<file path="src/rtl/salamander_loader_pkg.sv">
// Shared types and PROM region map for the Salamander ROM loader.
package salamander_loader_pkg;

    localparam int unsigned NUM_REGIONS = 4;
    localparam int unsigned IOCTL_AW    = 25;
    localparam int unsigned REG_IW      = $clog2(NUM_REGIONS);

    localparam logic [7:0] LOADER_INDEX = 8'd0;

    typedef enum logic [2:0] {
        IDLE,
        LOAD,
        WRITE,
        HOLD,
        DONE
    } loader_state_e;

    localparam logic [NUM_REGIONS-1:0][IOCTL_AW-1:0] REGION_BASE = {
        25'h020100, 25'h020000, 25'h010000, 25'h000000
    };

    localparam logic [NUM_REGIONS-1:0][IOCTL_AW-1:0] REGION_LEN = {
        25'h000100, 25'h000100, 25'h010000, 25'h010000
    };

    // One bit wider than the address so base + length cannot wrap.
    function automatic logic region_hit(input logic [IOCTL_AW-1:0] addr,
                                        input logic [REG_IW-1:0]   idx);
        logic [IOCTL_AW:0] lo;
        logic [IOCTL_AW:0] hi;
        lo = {1'b0, REGION_BASE[idx]};
        hi = lo + {1'b0, REGION_LEN[idx]};
        return ({1'b0, addr} >= lo) && ({1'b0, addr} < hi);
    endfunction

endpackage

</file>
<file path="src/rtl/salamander_loader_decode.sv">
// Combinational download-address decoder: region hit, one-hot select, region offset.
module salamander_loader_decode
    import salamander_loader_pkg::*;
#(
    parameter int unsigned AW   = 16,
    parameter int unsigned NREG = NUM_REGIONS
) (
    input  logic [IOCTL_AW-1:0] addr_i,
    output logic                hit_c,
    output logic [NREG-1:0]     cs_c,
    output logic [AW-1:0]       offset_c
);

    logic [NREG-1:0]         hit_vec;
    logic [NREG-1:0][AW-1:0] off_vec;

    for (genvar g = 0; g < NREG; g++) begin : g_region
        assign hit_vec[g] = region_hit(addr_i, REG_IW'(g));
        assign off_vec[g] = hit_vec[g] ? AW'(addr_i - REGION_BASE[g]) : '0;
    end

    // Regions are disjoint, so OR-merging the masked offsets selects the hit one.
    always_comb begin
        offset_c = '0;
        for (int i = 0; i < NREG; i++) begin
            offset_c = offset_c | off_vec[i];
        end
    end

    assign cs_c  = hit_vec;
    assign hit_c = |hit_vec;

endmodule

</file>
<file path="src/rtl/salamander_rom_loader.sv">
// HPS ioctl download to PROM program-bus loader. Optional byte checksum on
// o_CHECKSUM is built only when SALAMANDER_LOADER_CHECKSUM_EN is defined.
module salamander_rom_loader
    import salamander_loader_pkg::*;
#(
    parameter int unsigned AW   = 16,
    parameter int unsigned DW   = 8,
    parameter int unsigned NREG = 4
) (
    input  logic                i_MCLK,
    input  logic                i_RST_n,
    input  logic                i_IOCTL_DOWNLOAD,
    input  logic [7:0]          i_IOCTL_INDEX,
    input  logic [IOCTL_AW-1:0] i_IOCTL_ADDR,
    input  logic [DW-1:0]       i_IOCTL_DOUT,
    input  logic                i_IOCTL_WR,
    output logic                o_IOCTL_WAIT,
    output logic [AW-1:0]       o_PROG_ADDR,
    output logic [DW-1:0]       o_PROG_DIN,
    output logic                o_PROG_WR,
    output logic [NREG-1:0]     o_PROG_CS,
    output logic                o_ROM_READY,
    output logic                o_OVERRUN,
    output logic [15:0]         o_CHECKSUM
);

    loader_state_e   state_q, state_d;
    logic            dl_prev_q, dl_prev_d;
    logic            armed_q, armed_d;
    logic            fall_pend_q, fall_pend_d;
    logic            wr_q, wr_d;
    logic            ready_q, ready_d;
    logic            overrun_q, overrun_d;
    logic [NREG-1:0] cs_q, cs_d;
    logic [AW-1:0]   addr_q, addr_d;
    logic [DW-1:0]   din_q, din_d;

    logic            dec_hit;
    logic [NREG-1:0] dec_cs;
    logic [AW-1:0]   dec_offset;

    logic            dl_rise_c;
    logic            dl_fall_c;
    logic            start_c;

    salamander_loader_decode #(
        .AW   (AW),
        .NREG (NREG)
    ) u_decode (
        .addr_i   (i_IOCTL_ADDR),
        .hit_c    (dec_hit),
        .cs_c     (dec_cs),
        .offset_c (dec_offset)
    );

    // A rise only counts once download has been seen low since reset.
    assign dl_rise_c = i_IOCTL_DOWNLOAD && !dl_prev_q && armed_q;
    assign dl_fall_c = !i_IOCTL_DOWNLOAD && dl_prev_q;
    assign start_c   = dl_rise_c && (i_IOCTL_INDEX == LOADER_INDEX)
                       && ((state_q == IDLE) || (state_q == DONE));

    always_comb begin
        state_d     = state_q;
        dl_prev_d   = i_IOCTL_DOWNLOAD;
        armed_d     = armed_q || !i_IOCTL_DOWNLOAD;
        fall_pend_d = fall_pend_q;
        wr_d        = 1'b0;
        ready_d     = ready_q;
        overrun_d   = overrun_q;
        cs_d        = cs_q;
        addr_d      = addr_q;
        din_d       = din_q;

        unique case (state_q)
            IDLE, DONE: begin
                if (start_c) begin
                    state_d     = LOAD;
                    ready_d     = 1'b0;
                    overrun_d   = 1'b0;
                    fall_pend_d = 1'b0;
                end
            end
            LOAD: begin
                if (dl_fall_c) begin
                    state_d = DONE;
                    ready_d = 1'b1;
                end else if (i_IOCTL_WR && dec_hit) begin
                    state_d = WRITE;
                    cs_d    = dec_cs;
                    addr_d  = dec_offset;
                    din_d   = i_IOCTL_DOUT;
                    wr_d    = 1'b1;
                end
            end
            WRITE: begin
                state_d = HOLD;
                if (dl_fall_c)  fall_pend_d = 1'b1;
                if (i_IOCTL_WR) overrun_d   = 1'b1;
            end
            HOLD: begin
                cs_d        = '0;
                fall_pend_d = 1'b0;
                if (i_IOCTL_WR) overrun_d = 1'b1;
                if (fall_pend_q || dl_fall_c) begin
                    state_d = DONE;
                    ready_d = 1'b1;
                end else begin
                    state_d = LOAD;
                end
            end
            default: begin
                state_d = IDLE;
                cs_d    = '0;
            end
        endcase
    end

    always_ff @(posedge i_MCLK or negedge i_RST_n) begin
        if (!i_RST_n) begin
            state_q     <= IDLE;
            dl_prev_q   <= 1'b0;
            armed_q     <= 1'b0;
            fall_pend_q <= 1'b0;
            wr_q        <= 1'b0;
            ready_q     <= 1'b0;
            overrun_q   <= 1'b0;
            cs_q        <= '0;
            addr_q      <= '0;
            din_q       <= '0;
        end else begin
            state_q     <= state_d;
            dl_prev_q   <= dl_prev_d;
            armed_q     <= armed_d;
            fall_pend_q <= fall_pend_d;
            wr_q        <= wr_d;
            ready_q     <= ready_d;
            overrun_q   <= overrun_d;
            cs_q        <= cs_d;
            addr_q      <= addr_d;
            din_q       <= din_d;
        end
    end

`ifdef SALAMANDER_LOADER_CHECKSUM_EN
    logic [15:0] csum_q, csum_d;

    // Accumulates the byte being written while the PROM strobe is high.
    always_comb begin
        csum_d = csum_q;
        if (start_c) begin
            csum_d = '0;
        end else if (state_q == WRITE) begin
            csum_d = csum_q + 16'(din_q);
        end
    end

    always_ff @(posedge i_MCLK or negedge i_RST_n) begin
        if (!i_RST_n) begin
            csum_q <= '0;
        end else begin
            csum_q <= csum_d;
        end
    end

    assign o_CHECKSUM = csum_q;
`else
    assign o_CHECKSUM = '0;
`endif

    assign o_IOCTL_WAIT = (state_q == WRITE) || (state_q == HOLD);
    assign o_PROG_ADDR  = addr_q;
    assign o_PROG_DIN   = din_q;
    assign o_PROG_WR    = wr_q;
    assign o_PROG_CS    = cs_q;
    assign o_ROM_READY  = ready_q;
    assign o_OVERRUN    = overrun_q;

endmodule
</file>
<file path="config.mk">
export PLATFORM = sky130hd
export DESIGN_NAME = salamander_rom_loader
export DESIGN_NICKNAME = d
export VERILOG_FILES = /design/src/rtl/salamander_loader_pkg.sv /design/src/rtl/salamander_loader_decode.sv /design/src/rtl/salamander_rom_loader.sv
export SDC_FILE = /design/constraint.sdc
export NUM_CORES = 1
export LEC_CHECK = 0
export ABC_AREA = 1
export CORE_UTILIZATION = 35
export CTS_BUF_LIST = sky130_fd_sc_hd__clkbuf_4
export CTS_CLUSTER_DIAMETER = 50
export DETAILED_ROUTE_END_ITERATION = 16
export PLACE_DENSITY = 0.77
export SYNTH_ARGS = -nofsm -noshare
export SYNTH_HDL_FRONTEND = slang
export SYNTH_SLANG_ARGS = --single-unit
</file>
<file path="constraint.sdc">
create_clock -name i_MCLK -period 1.6 [get_ports i_MCLK]
set_clock_uncertainty 0.15 [all_clocks]
set_input_delay 0.16 -clock i_MCLK [delete_from_list [all_inputs] [get_ports i_MCLK]]
set_output_delay 0.16 -clock i_MCLK [all_outputs]
set_load 0.05 [all_outputs]
</file>
### Word level (Yosys, flattened, before mapping)

Cells that the tools add are included.

* word-level logic and storage cells: 89
* bits of input ports: 45
* flip-flop bits (word level): 37

* $lt $le $gt $ge: 7
* eq/ne operators: 12
* add/subtract/negate cells: 3
* reduce and logical (&&, ||, !) cells: 30
* bitwise gates (word level): 5
* multiplexer cells: 22

Operators by type and width (number)
* $lt A25 B18 Y1 const B: 3
* $mux W16: 4
* $ge A25 B18 Y1 const B: 2
* $or A16 B16 Y16: 3
* $sub A16 B1 Y16 const B: 2
* $ge A25 B17 Y1 const B: 1
* $lt A25 B17 Y1 const B: 1
* $sub A16 B9 Y16 const B: 1
* $mux W3: 4
* $ne A2 B2 Y1 const B: 6
* $pmux W3 S4: 1
* $reduce_and A3 Y1: 4
* $logic_and A1 B1 Y1: 9
* $logic_not A8 Y1: 1
* $mux W4: 2
* $pmux W4 S2: 1
* $mux W1: 7
* $eq A3 B2 Y1 const B: 2
* $pmux W1 S3: 2
* $reduce_bool A3 Y1: 2
* $logic_or A1 B1 Y1: 4
* $reduce_and A4 Y1: 1
* $reduce_or A2 Y1: 2
* $reduce_or A4 Y1: 1
* 11 further kinds: 13

### Depth between registers and ports, before layout

Gate-level depths: netlist of the first run.

* word-level depth: 7
* gate-level depth with buffers: 12
* depth with buffers taken out: 12

### Modules after synthesis

Synthesis of the first run repeated with hierarchy kept, for this count alone.

* cells, all modules: 290
* area total of the unflattened synthesis: 2194.6 µm²

By module, submodules not included
* salamander_rom_loader: cells an instance 205, times used 1, area each 1712.9 µm²
* salamander_loader_decode: cells an instance 85, times used 1, area each 481.7 µm²

### Worst setup path before layout of the first run

No wires, ideal clock.

* path type: register -> register
* start point: register state_q[1]
* end point: register ready_q (netlist: o_ROM_READY)
* setup time: 0.067 ns
* stages on the path, launching flop included: 7
* buffers on the path: 0
* setup slack: -0.166 ns
* arrival: 1.549 ns
* data required time: 1.383 ns
* period minus slack after synthesis: 1.766 ns
* cells stage by stage: dfrtp_1 -> inv_1 -> nor2_1 -> inv_1 -> o22ai_1 -> inv_1 -> nand2_1

* longest elaborated chain between the ends: 5
* elaborated cells on any way between the ends: 13
* those cells by class: eq/ne (6); mux (1); reduce/logical (6)

Ends and longest elaborated chain
* start, declared: line salamander_rom_loader.sv:27 `loader_state_e state_q, state_d;`
* start signal, assigned: line salamander_rom_loader.sv:131 `state_q <= state_d;`
* $eq A3 B3 Y1 or $logic_not A3 Y1 (tied branches): line salamander_rom_loader.sv:60, salamander_rom_loader.sv:74
* $logic_or A1 B1 Y1: line salamander_rom_loader.sv:60 `&& ((state_q == IDLE) || (state_q == DONE));`
* $logic_and A1 B1 Y1: line salamander_rom_loader.sv:60
* $ne A2 B2 Y1 (no line)
* $reduce_and A4 Y1 (no line)
* end signal, assigned: line salamander_rom_loader.sv:136 `ready_q <= ready_d;`
* end, declared: line salamander_rom_loader.sv:32 `logic ready_q, ready_d;`

Parallel ways exist; a longest one is shown, timed or not.
A chain may end at the register's enable or synchronous reset.

### Worst setup path in the final report of the first run

* start point: register state_q[2]
* end point: output port o_IOCTL_WAIT

* longest elaborated chain between the ends: 2
* elaborated cells on any way between the ends: 3
* those cells by class: eq/ne (2); reduce/logical (1)

Ends and longest elaborated chain
* $eq A3 B2 Y1: line salamander_rom_loader.sv:170 `assign o_IOCTL_WAIT = (state_q == WRITE) || (state_q == HOLD);`
* $logic_or A1 B1 Y1 (*): line salamander_rom_loader.sv:170
* end, declared: line salamander_rom_loader.sv:17 `output logic o_IOCTL_WAIT,`

Mark *: on every way between the ends. The rest lies on a longest branch, timed or not.

==> results.md, run 1 <==
* Startpoint types: flip-flop
* Die Width at between 70 and 80 um
* Routability congestion estimate at 0.8797
* # rows at 27
* DP HPWL at 4247 um
* Min-delay worst type: input pin to flip-flop
* Seq pwr share at 37.4%
* Leak at between 1.5 and 2 nW
* Int Pwr at 0.001709 W
* Vias in the first global route at 2077
* CP max stage delay at about 420 ps
* Cell Pwr Density at 869.7 nW/um2
* CP cell instances: buf_4 > nor2_4 > buf_12
* Status: finished clean
* Syn avg cell area at 7.248 um2
* Avg WL per Cell at 12.38 um
* Cell area after synthesis at 2102 um2
* Layout cells sized above 1 at 26.17%
* CTS tree: done
* Area Growth Syn to Fin at 56.01%
* Antenna cells at 0
* Setup crit end kind: output port
* CP Class: flip-flop to output port
* Worst EP arrival at between 1000 and 1500 ps
* Largest net degree at the start of global routing at 38
* Post-synthesis sequential area ratio at 44.05%
* Comb pwr share at ~46%
* TritonCTS Buffers at 5
* Synth Instances at between 200 and 300
* Clk buf depth at 2
* Starting Density at a little under two fifths
* Final WL at 5903 um
* Dpl cells at 458
* Gr usage total at 18.07%
* Hold Vio Cnt, Final at 0
* Worst-Skew Late Latency at between 300 and 400 ps
* Most common cell after layout, fill and taps aside: nand2_1
* 1st-pass router iterations at 4
* Distinct cells, synth at 25
* Commonest cells after routing, fill and taps aside: nand2_1, buf_4, dfrtp_1
* Setup violators final at 0
* Port bufs at 76
* Post-route cell area at 3279 um2
* Via-to-Cell Ratio at about 4.6
* Final period util at between 90% and 100%
* Sink Count at 37
* Non-filler cells, final at 477
* Post-DP Area at 3015 um2
* Core area at 5642 um2
* Vias after detailed routing at 2181
* # DRC at 0
* Clk pwr share at 16.8%
* Slowest cell on the critical path: dfrtp_1
* CTS root buf: clkbuf_4
* Die footprint at 6319 um2
* Remaining Overflow, GRT at 0
* DRT iter0 DRCs at 72
* IO Pins at 93
* Max FO, Critical Path at 3
* Buf/Inv on CP at 2
* Critical Path RT at 1290 ps
* # Max-Cap Violations at 0
* Pre-CTS WS at -336.2 ps
* Fin crit period at 1566 ps
* Chip height at 79.50 um
* Reg clk slew, reported paths at 110 ps
* YS warnings at 0
* # nets final at roughly 450
* Switch Pwr at 0.001143 W
* Yosys reg bits at 37
* Peak VDD IR at 0.8412 mV
* Net Sw Frac at 40.08%
* Detail Route Antenna Nets at 0
* Fmax at 638.7 MHz
* Max Slew Vio Count at 0
* Htree depth at 2
* First-pass GRT wire length at 8763 um
* Setup ws final at 34.35 ps
* Kind of cell adding the most delay to the critical path: flip-flops
* Initial antenna violation count at 0
[power groups by stage]
stage          combinational, W  sequential, W  clock, W
2_1_floorplan          0.000522        0.00122         0
5_1_grt                 0.00141        0.00107  0.000530
6_report                0.00131        0.00107  0.000478
3_3_place_gp            0.00113        0.00107         0
4_1_cts                 0.00115        0.00106  0.000492
3_5_place_dp            0.00113        0.00107         0
[cells by family (layout without fill, tap and decap cells)]
kind of cell,after synthesis,after routing,share of synthesized area [%]
buffers and inverters,53,153,13.15
DFF,37,37,44.05
and+or+nand+nor,180,180,36.79
xor gates and xnor gates,1,1,0.4167
adders and majority gates,2,2,1.190
other,1,16,0.1784
AOI/OAI and AO/OA,16,16,4.226
[final timing paths]
check                                             from                           to  slack, ps  cells past startpoint
worst min-delay path                  i_IOCTL_ADDR[14]  o_PROG_ADDR[14]$_DFFE_PN0P_         60                      5
max in group asynchronous                      i_RST_n        o_OVERRUN$_DFFE_PN0P_        740                      3
worst max register to register  state_q[0]$_DFFE_PN0P_    o_PROG_DIN[5]$_DFFE_PN0P_         90                     10
worst max-delay path            state_q[2]$_DFFE_PN0P_                 o_IOCTL_WAIT         30                      3
min in group asynchronous                      i_RST_n       state_q[2]$_DFFE_PN0P_        210                      3
worst min register to register       armed_q$_DFF_PN0_            armed_q$_DFF_PN0_        310                      2
[sequential cells by signal, summed over array words and instances (netlist names)]
register     cells
o_OVERRUN        1
o_PROG_WR        1
dl_prev_q        1
fall_pend_q      1
state_q          3
armed_q          1
o_PROG_ADDR     16
o_ROM_READY      1
o_PROG_CS        4
o_PROG_DIN       8
[synthesized netlist by cell type]
library cell	instances	area, um2
or2_2	1	6.260
nand2_1	109	409.1
nor3_1	2	10.01
nor2_2	5	31.28
a21oi_1	1	5.000
conb_1	1	3.750
buf_6	1	11.26
nand3_1	20	100.1
buf_4	18	135.1
nand3b_1	1	7.510
nand2_2	3	18.77
buf_2	2	10.01
nand2_4	2	22.52
nand4_2	1	12.51
o22ai_1	2	12.51
o21ai_0	12	60.06
o2111a_1	1	11.26
nand4_1	2	12.51
nor2_1	32	120.1
ha_1	2	25.02
dfrtp_1	37	925.9
inv_1	31	116.4
inv_2	1	3.750
nor2_4	2	22.52
xor2_1	1	8.760
[routing by layer]
metal	vias up	wire, um	GRT usage, %
li1	1089	-	-
met1	1015	2279	18.40
met2	69	3157	33.50
met3	8	393	5.257
met4	0	72	8.364
met5	-	0	0
[metrics by stage]
step	util [%]	hold WS [ps]	power [W]	TNS (ps)
after floorplan	-	-285.6	0.001746	0
after global placement	53.45	74.30	0.002196	-8747
after detailed placement	53.45	86.88	0.002208	-9468
after CTS	54.58	184.7	0.002699	0
after global routing	58.13	75.80	0.003015	-20.18
final	58.13	58.50	0.002852	0
[what timing repair did]
| item | in CTS | in global routing |
|---|---|---|
| buffers inserted | 0 | 10 |
| pin swaps | 0 | 18 |
| endpoints found under the hold margin | 37 | 0 |
| endpoints found under the setup margin | 1 | 32 |
| hold buffers | 1 | 0 |
| cloned | 0 | 1 |
| resized for setup | 1 | 36 |
[worst min-delay path, cell delays in order]
cell	delay [ps]
dlymetal6s2s_1	160
inv_1	70
nand2_1	50
nand2_1	50
nand2_1	40
[area by class of cell]
class                      instances  area [um2]
clock inverter                     2       11.26
tap                               72       90.09
inverter                          32       120.1
clock buffer                       5       37.54
fill                             538        2362
multi-input combinational        215        1005
sequential                        37       925.9
timing repair buffer             114        1090
(Power assumes the default switching activity.)
==> run 2: changes to the inputs <==
Settings changed: PLACE_DENSITY 0.77 to 0.76, SKIP_CTS_REPAIR_TIMING set to 1, SYNTH_HIERARCHICAL set to 1.
==> run 2 against run 1 <==
Against the previous run:
- via count decreased by 3.6%
- power decreased by 9.3%
- synthesized cell count unchanged
- sequential share of layout area increased by 0.23 points
- worst setup slack improved by 13 ps
==> results.md, run 2 <==
* Antenna cells at 0
* # nets final at 449
* Distinct cells, synth at 28
* Vias after detailed routing at 2103
* Final period util at approximately 97%
* R2R setup slack at about 110 ps
* Status: finished clean
* 1st-pass router iterations at 4
* Most common cell after layout, fill and taps aside: nand2_1
* # DRC at 0
* Detail Route Antenna Nets at 0
* Worst Hold Slack at 153.9 ps
* CTS tree: done
* Synth Instances at 290
* Post-route cell area at 3253 um2
* Sink Count at 37
* Die Width at 81.19 um
* # Max-Cap Violations at 0
* Initial antenna violation count at 0
* Most frequent cell after synthesis: nand2_1
* Fmax at 644.2 MHz
* DRT iter0 DRCs at roughly 110
* Startpoint types: flip-flop
* Async set or reset register ratio after synthesis at 100.0%
* Syn avg cell area at 7.568 um2
* CP Class: flip-flop to output port
* Commonest cells after routing, fill and taps aside: nand2_1, buf_4, clkdlybuf4s50_1
* Chip height at 81.19 um
* Worst setup path endpoint: o_IOCTL_WAIT
* Number of flops mapped to enable cells by yosys at 0
* TritonCTS Buffers at 5
* # rows at 28
* Critical Path RT at around 1300 ps
* Post-synthesis sequential area ratio at approximately 42%
* Post-synth top area cell: dfrtp_1
* Post-DP Area at 3133 um2
* DP HPWL at 4114 um
* Worst R2R Path Depth at 5
* Post-synth top area share at 42.19%
* IO Pins at 93
* Min-delay worst type: input pin to flip-flop
* Yosys reg bits at 37
* YS warnings at 6
* Max FO, Critical Path at 5
* Layout cells sized above 1 at around 28%
* Peak VDD IR at 0.5839 mV
* Worst setup path start: state_q[2]$_DFFE_PN0P_
* Setup crit end kind: output port
* Main synth FF type: dfrtp_1
* Cell area after synthesis at around 2200 um2
* Routability congestion estimate at 0.7853
* First-pass GRT wire length at 8238 um
* Worst EP arrival at 1240 ps
* Vias in the first global route at 1933
* Htree depth at 2
* Leak at 1.798 nW
* Remaining Overflow, GRT at 0
* Max Slew Vio Count at 0
* Largest net degree at the start of global routing at 38
* Fin crit period at roughly 1600 ps
* Setup violators final at 0
* Hold Vio Cnt, Final at 0
* Worst reg2reg startpoint: state_q[1]$_DFFE_PN0P_
* Cell Pwr Density at 795.1 nW/um2
* Final Power at 0.002586 W
* Hold path start: i_IOCTL_ADDR[16]
* Gr usage total at 16.29%
* Starting Density at 36.63%
* Via-to-Cell Ratio at 4.418
* Reg clk slew, reported paths at 110 ps
* Reg-to-reg endpoint: o_PROG_DIN[2]$_DFFE_PN0P_
* Post-synth top cells: nand2_1, dfrtp_1, nor2_1, inv_1, nand3_1
* Avg WL per Cell at 10.79 um
* Die footprint at 6591 um2
* Core area at 5991 um2
* Area Growth Syn to Fin at 48.23%
* Final WL at 5138 um
* Largest register FFs at 16
* Clk buf depth at 2
* RSZ-0062 raised after global routing: true
* CTS root buf: clkbuf_4
* Port bufs at between 70 and 80
* Worst-Skew Late Latency at 340 ps
* Synth area leaders: dfrtp_1, nand2_1, nor2_1, buf_4, nand3_1
run 2: cell count changes in the layout (fill, tap and decap cells not counted), sizes merged, moves of 2 or more:
cell and delta:
a21oi +4, buf -3, clkdlybuf4s50 +15, dlymetal6s2s -15, inv -9, nand2 +9, nor2 +2, nor3 +2
o21ai -6, o22ai -2
run 2: cells by family after synthesis:
| group | count (synthesis) | synth area share, % |
|---|---|---|
| simple gates | 192 | 40.99 |
| buf+inv | 45 | 12.03 |
| flops | 37 | 42.19 |
| compound gates | 11 | 2.508 |
| fa+ha+maj | 3 | 1.711 |
| xor+xnor | 1 | 0.3992 |
| other cells | 1 | 0.1709 |
run 2: final cells by class:
| class | count | area (um2) |
|---|---|---|
| clock buffer | 5 | 37.54 |
| clock inverter | 2 | 11.26 |
| fill | 563 | 2738 |
| inverter | 24 | 91.34 |
| multi-input combinational | 223 | 1114 |
| sequential | 37 | 925.9 |
| tap | 75 | 93.84 |
| timing repair buffer | 110 | 979.7 |
run 2: critical path: stages, from the launching register on:
cell     delay, ps
dfrtp_1        440
buf_6          150
nor2_4         160
buf_12         160
run 2: per-layer routing:
layer / up-vias / share of wire, % / GRT usage (%)
li1: 1079 / - / -
met1: 959 / 41 / 20.10
met3: 9 / 4.8 / 3.146
met4: 0 / 2.4 / 7.143
met2: 56 / 51 / 27.48
met5: - / 0 / 0
run 2: worst min path at each step:
stage | endpoint | slack [ps] | cells after the start
2_1_floorplan | armed_q$_DFF_PN0_ | -290 | 0
3_3_place_gp | o_PROG_DIN[5]$_DFFE_PN0P_ | 90 | 2
3_5_place_dp | o_PROG_DIN[5]$_DFFE_PN0P_ | 80 | 2
4_1_cts | o_PROG_DIN[5]$_DFFE_PN0P_ | -300 | 2
5_1_grt | dl_prev_q$_DFF_PN0_ | 170 | 1
6_report | o_PROG_CS[0]$_DFFE_PN0P_ | 150 | 5
run 2: report_power, final:
part | total (W) | leakage, nW | internal (W) | switching (W)
Clock | 0.000464 | 0.0247 | 0.000158 | 0.000306
Combinational | 0.00107 | 1.27 | 0.000405 | 0.000662
Sequential | 0.00106 | 0.505 | 0.00100 | 0.0000519
run 2: metrics by stage:
| step | TNS (ps) | util [%] | setup WS, ps | instances |
|---|---|---|---|---|
| 2_1_floorplan | 0 | - | 46.05 | 305 |
| 3_3_place_gp | -8582 | 52.30 | -359.3 | 467 |
| 3_5_place_dp | -9086 | 52.30 | -408.7 | 467 |
| 4_1_cts | -148.8 | 53.11 | -39.52 | 474 |
| 5_1_grt | -38.30 | 54.30 | -22.14 | 476 |
| 6_report | 0 | 54.30 | 47.64 | 476 |
